===== config.mk =====
export PLATFORM = sky130hd
export DESIGN_NAME = scaler_channel_scheduler_flat
export DESIGN_NICKNAME = d
export VERILOG_FILES = /design/src/rtl/scaler_channel_scheduler_if.sv /design/src/rtl/scaler_channel_scheduler.sv /design/src/flat_wrapper.sv
export SDC_FILE = /design/constraint.sdc
export NUM_CORES = 1
export LEC_CHECK = 0
export BUFFER_PORTS_ARGS = -buffer_cell sky130_fd_sc_hd__buf_2
export CAP_MARGIN = 20
export CELL_PAD_IN_SITES_DETAIL_PLACEMENT = 1
export CELL_PAD_IN_SITES_GLOBAL_PLACEMENT = 1
export CORE_UTILIZATION = 34
export DETAILED_ROUTE_END_ITERATION = 10
export PLACE_DENSITY_LB_ADDON = 0.25
export REMOVE_ABC_BUFFERS = 1
export SYNTH_ARGS = -nofsm -noshare
export SYNTH_HDL_FRONTEND = slang
export SYNTH_SLANG_ARGS = --single-unit

===== constraint.sdc =====
create_clock -name i_clk -period 13 [get_ports i_clk]
set_input_delay 1.95 -clock i_clk [delete_from_list [all_inputs] [get_ports i_clk]]
set_output_delay 1.95 -clock i_clk [all_outputs]
set_load 0.05 [all_outputs]

===== src/rtl/scaler_channel_scheduler_if.sv =====
// scaler_channel_scheduler_if: bundles the raw-sample, scaler and result signals of the channel scheduler.
//   slave  : scheduler side (takes raw samples, en, clr_overrun and scaler_out; drives everything else)
//   master : capture/display/scaler side (the mirror image)
interface scaler_channel_scheduler_if #(parameter int N_CH = 13);
  logic                 en;
  logic [N_CH-1:0]      raw_valid;
  logic [N_CH*12-1:0]   raw_data;
  logic [11:0]          scaler_in;
  logic [11:0]          scaler_out;
  logic                 result_valid;
  logic [3:0]           result_ch;
  logic [11:0]          result_data;
  logic [N_CH*12-1:0]   mv_flat;
  logic [N_CH-1:0]      overrun;
  logic                 clr_overrun;
  logic                 busy;
  modport slave (
    input  en, raw_valid, raw_data, scaler_out, clr_overrun,
    output scaler_in, result_valid, result_ch, result_data, mv_flat, overrun, busy
  );
  modport master (
    output en, raw_valid, raw_data, scaler_out, clr_overrun,
    input  scaler_in, result_valid, result_ch, result_data, mv_flat, overrun, busy
  );
endinterface


===== src/rtl/scaler_channel_scheduler.sv =====
// scaler_channel_scheduler: round-robin sharing of one fixed-latency voltage scaler among N_CH ADC channels.
//   i_clk   : system clock, rising edge
//   i_rst_n : asynchronous active-low reset
//   s       : slave modport carrying raw samples in, scaler operand/result, tagged results,
//             per-channel latest values, sticky overrun flags and busy
module scaler_channel_scheduler #(
  parameter int N_CH    = 13,
  parameter int LATENCY = 4
) (
  input logic                        i_clk,
  input logic                        i_rst_n,
  scaler_channel_scheduler_if.slave  s
);
  typedef enum logic {IDLE, RUN} state_t;
  state_t             r_state, w_state_nxt;
  logic [11:0]        r_hold [N_CH];
  logic [N_CH-1:0]    r_pend, w_pend_nxt;
  logic [N_CH-1:0]    r_ovr, w_ovr_nxt;
  logic [3:0]         r_ptr, w_grant, w_idx;
  logic [4:0]         w_sum;
  logic               w_issue, w_any, w_hit;
  logic [11:0]        r_scaler_in;
  logic [LATENCY:0]   r_tag_v;
  logic [3:0]         r_tag_ch [LATENCY+1];
  logic               r_result_valid;
  logic [3:0]         r_result_ch;
  logic [11:0]        r_result_data;
  logic [N_CH*12-1:0] r_mv;
  assign w_any = |r_pend;
  // Walk from farthest to nearest so the first pending channel after ptr wins.
  always_comb begin
    w_grant = r_ptr;
    w_sum   = '0;
    w_idx   = '0;
    for (int k = N_CH; k >= 1; k--) begin
      w_sum = 5'(r_ptr) + 5'(k);
      w_idx = 4'((w_sum >= 5'(N_CH)) ? w_sum - 5'(N_CH) : w_sum);
      if (r_pend[w_idx]) w_grant = w_idx;
    end
  end
  // The state is re-decided every edge; the edge that enters or stays in RUN is an issue edge.
  always_comb begin
    w_state_nxt = r_state;
    case (r_state)
      IDLE:    if (s.en && w_any) w_state_nxt = RUN;
      RUN:     if (!(s.en && w_any)) w_state_nxt = IDLE;
      default: w_state_nxt = IDLE;
    endcase
    w_issue = (w_state_nxt == RUN);
  end
  // A channel issued at the same edge it is re-strobed keeps pending without an overrun.
  always_comb begin
    w_pend_nxt = '0;
    w_ovr_nxt  = '0;
    w_hit      = 1'b0;
    for (int i = 0; i < N_CH; i++) begin
      w_hit         = w_issue && (w_grant == 4'(i));
      w_pend_nxt[i] = s.raw_valid[i] | (r_pend[i] & ~w_hit);
      w_ovr_nxt[i]  = (s.raw_valid[i] & r_pend[i] & ~w_hit) | (r_ovr[i] & ~s.clr_overrun);
    end
  end
  always_ff @(posedge i_clk or negedge i_rst_n) begin
    if (!i_rst_n) begin
      r_state        <= IDLE;
      r_pend         <= '0;
      r_ovr          <= '0;
      r_ptr          <= 4'(N_CH - 1);
      r_scaler_in    <= '0;
      r_tag_v        <= '0;
      r_result_valid <= 1'b0;
      r_result_ch    <= '0;
      r_result_data  <= '0;
      r_mv           <= '0;
      for (int i = 0; i < N_CH; i++) r_hold[i] <= '0;
      for (int k = 0; k <= LATENCY; k++) r_tag_ch[k] <= '0;
    end else begin
      r_state <= w_state_nxt;
      r_pend  <= w_pend_nxt;
      r_ovr   <= w_ovr_nxt;
      for (int i = 0; i < N_CH; i++)
        if (s.raw_valid[i]) r_hold[i] <= s.raw_data[12*i +: 12];
      if (w_issue) begin
        r_scaler_in <= r_hold[w_grant];
        r_ptr       <= w_grant;
      end
      r_tag_v     <= {r_tag_v[LATENCY-1:0], w_issue};
      r_tag_ch[0] <= w_grant;
      for (int k = 1; k <= LATENCY; k++) r_tag_ch[k] <= r_tag_ch[k-1];
      r_result_valid <= r_tag_v[LATENCY];
      if (r_tag_v[LATENCY]) begin
        r_result_ch                         <= r_tag_ch[LATENCY];
        r_result_data                       <= s.scaler_out;
        r_mv[12*r_tag_ch[LATENCY] +: 12]    <= s.scaler_out;
      end
    end
  end
  assign s.scaler_in    = r_scaler_in;
  assign s.result_valid = r_result_valid;
  assign s.result_ch    = r_result_ch;
  assign s.result_data  = r_result_data;
  assign s.mv_flat      = r_mv;
  assign s.overrun      = r_ovr;
  assign s.busy         = w_any | (|r_tag_v);
endmodule


===== src/flat_wrapper.sv =====
// flat-port wrapper written by rule: the top's interface ports become plain ports
module scaler_channel_scheduler_flat 
#(
  parameter int N_CH    = 13,
  parameter int LATENCY = 4
)
  (i_clk, i_rst_n, s_en, s_raw_valid, s_raw_data, s_scaler_out, s_clr_overrun, s_scaler_in, s_result_valid, s_result_ch, s_result_data, s_mv_flat, s_overrun, s_busy);
  scaler_channel_scheduler_if #(.N_CH(N_CH)) s_i ();
  input logic i_clk;
  input logic i_rst_n;
  input wire logic [$bits(s_i.en)-1:0] s_en;
  input wire logic [$bits(s_i.raw_valid)-1:0] s_raw_valid;
  input wire logic [$bits(s_i.raw_data)-1:0] s_raw_data;
  input wire logic [$bits(s_i.scaler_out)-1:0] s_scaler_out;
  input wire logic [$bits(s_i.clr_overrun)-1:0] s_clr_overrun;
  output wire logic [$bits(s_i.scaler_in)-1:0] s_scaler_in;
  output wire logic [$bits(s_i.result_valid)-1:0] s_result_valid;
  output wire logic [$bits(s_i.result_ch)-1:0] s_result_ch;
  output wire logic [$bits(s_i.result_data)-1:0] s_result_data;
  output wire logic [$bits(s_i.mv_flat)-1:0] s_mv_flat;
  output wire logic [$bits(s_i.overrun)-1:0] s_overrun;
  output wire logic [$bits(s_i.busy)-1:0] s_busy;
  assign s_i.en = s_en;
  assign s_i.raw_valid = s_raw_valid;
  assign s_i.raw_data = s_raw_data;
  assign s_i.scaler_out = s_scaler_out;
  assign s_i.clr_overrun = s_clr_overrun;
  assign s_scaler_in = s_i.scaler_in;
  assign s_result_valid = s_i.result_valid;
  assign s_result_ch = s_i.result_ch;
  assign s_result_data = s_i.result_data;
  assign s_mv_flat = s_i.mv_flat;
  assign s_overrun = s_i.overrun;
  assign s_busy = s_i.busy;
  scaler_channel_scheduler #(.N_CH(N_CH), .LATENCY(LATENCY)) u_core (.i_clk(i_clk), .i_rst_n(i_rst_n), .s(s_i));
endmodule

==> metrics.csv <==
stage,metric,value,unit
worst_setup_path,crit_path_max_fanout,55,
sta,setup_slack,4970,ps
yosys,synth.avg_cell_area,9.72,um^2
worst_setup_path,r2r_cells,19,
global_route,grt_pass1_wl,148000,um
drt,dr.pass1.iters,5,
sta,min_period_over_period,0.617,
sta,fmax,125,MHz
min_path,min_path_type,reg -> reg,
yosys,synth_warnings,0,
cts,root_buffer,clkbuf_16,
worst_setup_path,startpoint_type,flop,
placed_design,dpl-instance-area,0.0263,mm^2
sta,setup_tns,0,ps
drt,drt_iter0_drc,1727,
yosys,syn_area,0.0236,mm^2
cts,cts_tree,yes,
cts,path_clk_slew,60,ps
sta,hold_viol_final,0,
drt,avgViaCountPerCell,5.91,
worst_setup_path,cp.arrival,8500,ps
layout,final_nets,2951,
layout,drive_gt1_frac,0.306,
min_path,min_path_cells,0,
cts,numCtsBuffers,43,
placed_design,finalWeightedCongestion,0.986,
worst_setup_path,critPathCaptureType,flop,
floorplanning,die_w,265,um
sta,drv_slew,0,
global_route,grt_pass1_vias,22655,
drt,drc,0,
floorplanning,fp.dieH,265,um
layout,design_area,0.0278,mm^2
yosys,ys_seq_area_frac,0.420,
placed_design,dp_slack,5040,ps
yosys,ys_ff_latch,396,
cts,hold_buffers,0,
global_route,antenna_found_initial,2,
yosys,synth_edf_count,0,
placed_design,dpl.hpwl,72600,um
min_path,hp-start,u_core.r_tag_ch[16]$_DFF_PN0_,
floorplanning,initial_core_util,0.344,
sta,relSlewSlack,0.239,
cts,clk_path_buf_depth,3,
global_route,grt_overflow,0,
worst_setup_path,worstPathRequired,13470,ps
yosys,synth_commonest_cells,"394 x dfrtp_1, 287 x nand2_1, 275 x mux2_2",
global_route,grt_max_degree,102,
yosys,synth_top_area_share,0.418,
yosys,synth_cell_types,109,
floorplanning,num_rows,96,
sta,worstMarginPinSlew,1130,ps
drt,ant_nets,0,
yosys,netlist_instances,2426,
yosys,synth_top_flop_cell,dfrtp_1,
layout,utilization,0.406,
layout,area_growth,18.1,%
sta,fin_worst_skew,43.6,ps
yosys,yosysMostFrequentCell,dfrtp_1,
cts,post-cts-setup-buffer-count,0,
drt,via_count,21910,
sta,setup_viol,0,
worst_setup_path,criticalPathCategory,reg -> reg,
floorplanning,ioPinCount,384,
min_path,hold-path-endpoint,u_core.r_tag_ch[12]$_DFF_PN0_,
cts,cts.sinks,396,
sta,layout_min_cycle_time,8030,ps
yosys,yosysTopAreaCell,dfrtp_1,
cts,cts_htree_levels,2,
yosys,synth_async_sr_flop_share,1.00,
flow_run,max-cap-violations,0,
worst_setup_path,r2r_start,u_core.r_ptr[2]$_DFFE_PN1P_,
worst_setup_path,r2r_slack,4970,ps
run_status,status,"complete, no violations",
cts,insertion_delay,590,ps
placed_design,numPortBuffers,383,
drt,routed_wl,98500,um
drt,wl_per_cell,26.6,um
cts,cts_resized,0,
floorplanning,placeableCoreArea,0.0686,mm^2
floorplanning,die-area,0.0704,mm^2
worst_setup_path,reg2reg_to,u_core.s.scaler_in[7]$_DFFE_PN0P_,
sta,rsz0062_at_grt,false,
global_route,grtUsageTotal,0.276,
yosys,synth.area.top_cells,"dfrtp_1 42%, mux2_2 13%, nand2_1 4.6%",
## stage by stage
| stage | std cells | hold slack, ps |
|---|---|---|
| 2_1_floorplan | 2263 | 331 |
| 3_3_place_gp | 3620 | 333 |
| 3_5_place_dp | 3621 | 336 |
| 4_1_cts | 3701 | 346 |
| 5_1_grt | 3706 | 353 |
| 6_report | 3708 | 344 |
## layout by cell type, fill, tap and decap left out, drive strengths merged, types with 16 or more instances in the layout
cell type | synthesis | layout
nand2 | 287 | 287
or3 | 18 | 18
o21ai | 131 | 131
nand2b | 21 | 21
nor2 | 147 | 147
a22oi | 49 | 49
mux2 | 275 | 275
dfrtp | 394 | 394
nor2b | 33 | 33
a31oi | 30 | 30
buf | 83 | 430
and2 | 24 | 24
nand3 | 87 | 87
ha | 26 | 26
a21oi | 129 | 129
a32oi | 19 | 19
mux2i | 49 | 49
clkbuf | 80 | 61
nor3 | 59 | 59
o211ai | 28 | 28
inv | 57 | 60
a21o | 16 | 16
o22ai | 27 | 27
a211oi | 16 | 16
xnor2 | 25 | 25
## worst max-delay path, cell delays in order (launching register included)
cell	delay (ps)
dfstp_2	790
buf_4	490
ha_1	700
inv_1	230
ha_1	680
a21boi_2	210
xnor2_2	420
nor2b_1	100
a2111oi_0	810
o41ai_2	280
nand2_1	130
o311a_1	710
nor2_2	370
a21oi_4	210
buf_4	450
inv_4	370
a221o_1	400
a22oi_1	160
a31oi_1	100
a211o_1	230
## how the worst max path moves through the flow
stage               slack (ps)                                end                   startpoint
CTS                       5030  u_core.s.scaler_in[7]$_DFFE_PN0P_  u_core.r_ptr[2]$_DFFE_PN1P_
global route              4500  u_core.s.scaler_in[7]$_DFFE_PN0P_  u_core.r_ptr[2]$_DFFE_PN1P_
finish                    4970  u_core.s.scaler_in[7]$_DFFE_PN0P_  u_core.r_ptr[2]$_DFFE_PN1P_
floorplan                 2720  u_core.s.scaler_in[7]$_DFFE_PN0P_  u_core.r_ptr[0]$_DFFE_PN0P_
global placement          5350  u_core.s.scaler_in[7]$_DFFE_PN0P_  u_core.r_ptr[0]$_DFFE_PN0P_
detailed placement        5040  u_core.s.scaler_in[7]$_DFFE_PN0P_  u_core.r_ptr[2]$_DFFE_PN1P_
## layer usage
layer | vias up | part of all wire | GRT usage
met3 | 222 | 0.061 | 0.0448
li1 | 9601 | - | -
met1 | 11217 | 0.42 | 0.360
met4 | 2 | 0.041 | 0.103
met2 | 868 | 0.47 | 0.458
met5 | - | 0.00011 | 0
## sequential cells by signal (all words and copies together), names as in the netlist
register / count
u_core.s.overrun: 13
u_core.s.scaler_in: 12
u_core.r_tag_v: 5
u_core.s.result_data: 12
u_core.r_ptr: 4
u_core.s.result_valid: 1
u_core.r_tag_ch: 20
u_core.s.mv_flat: 156
u_core.r_pend: 13
u_core.r_hold: 156
u_core.s.result_ch: 4
## cell families (layout without fill, tap and decap cells)
kind of cell	after synthesis	count (layout)	synth area share
simple gates	775	775	0.157
other cells	0	3	0
mux	332	332	0.160
buf+inv	222	570	0.0417
fa+ha+maj	27	27	0.0146
flops	396	396	0.420
compound gates	642	642	0.193
xor+xnor	32	32	0.0132
## area by class of cell
cell class	count	area (um^2)
fillers	7826	40700
multi-input cells	1808	12700
repair buffers	431	2310
clock buffers	60	1210
clock inverters	20	310
flip-flops and latches	396	9920
well taps	931	1160
diodes	3	7.51
inverters	59	224
Power is left out: the tool's default activity adds up to more than one toggle a clock period on the data nets, which glitch-free logic cannot reach.
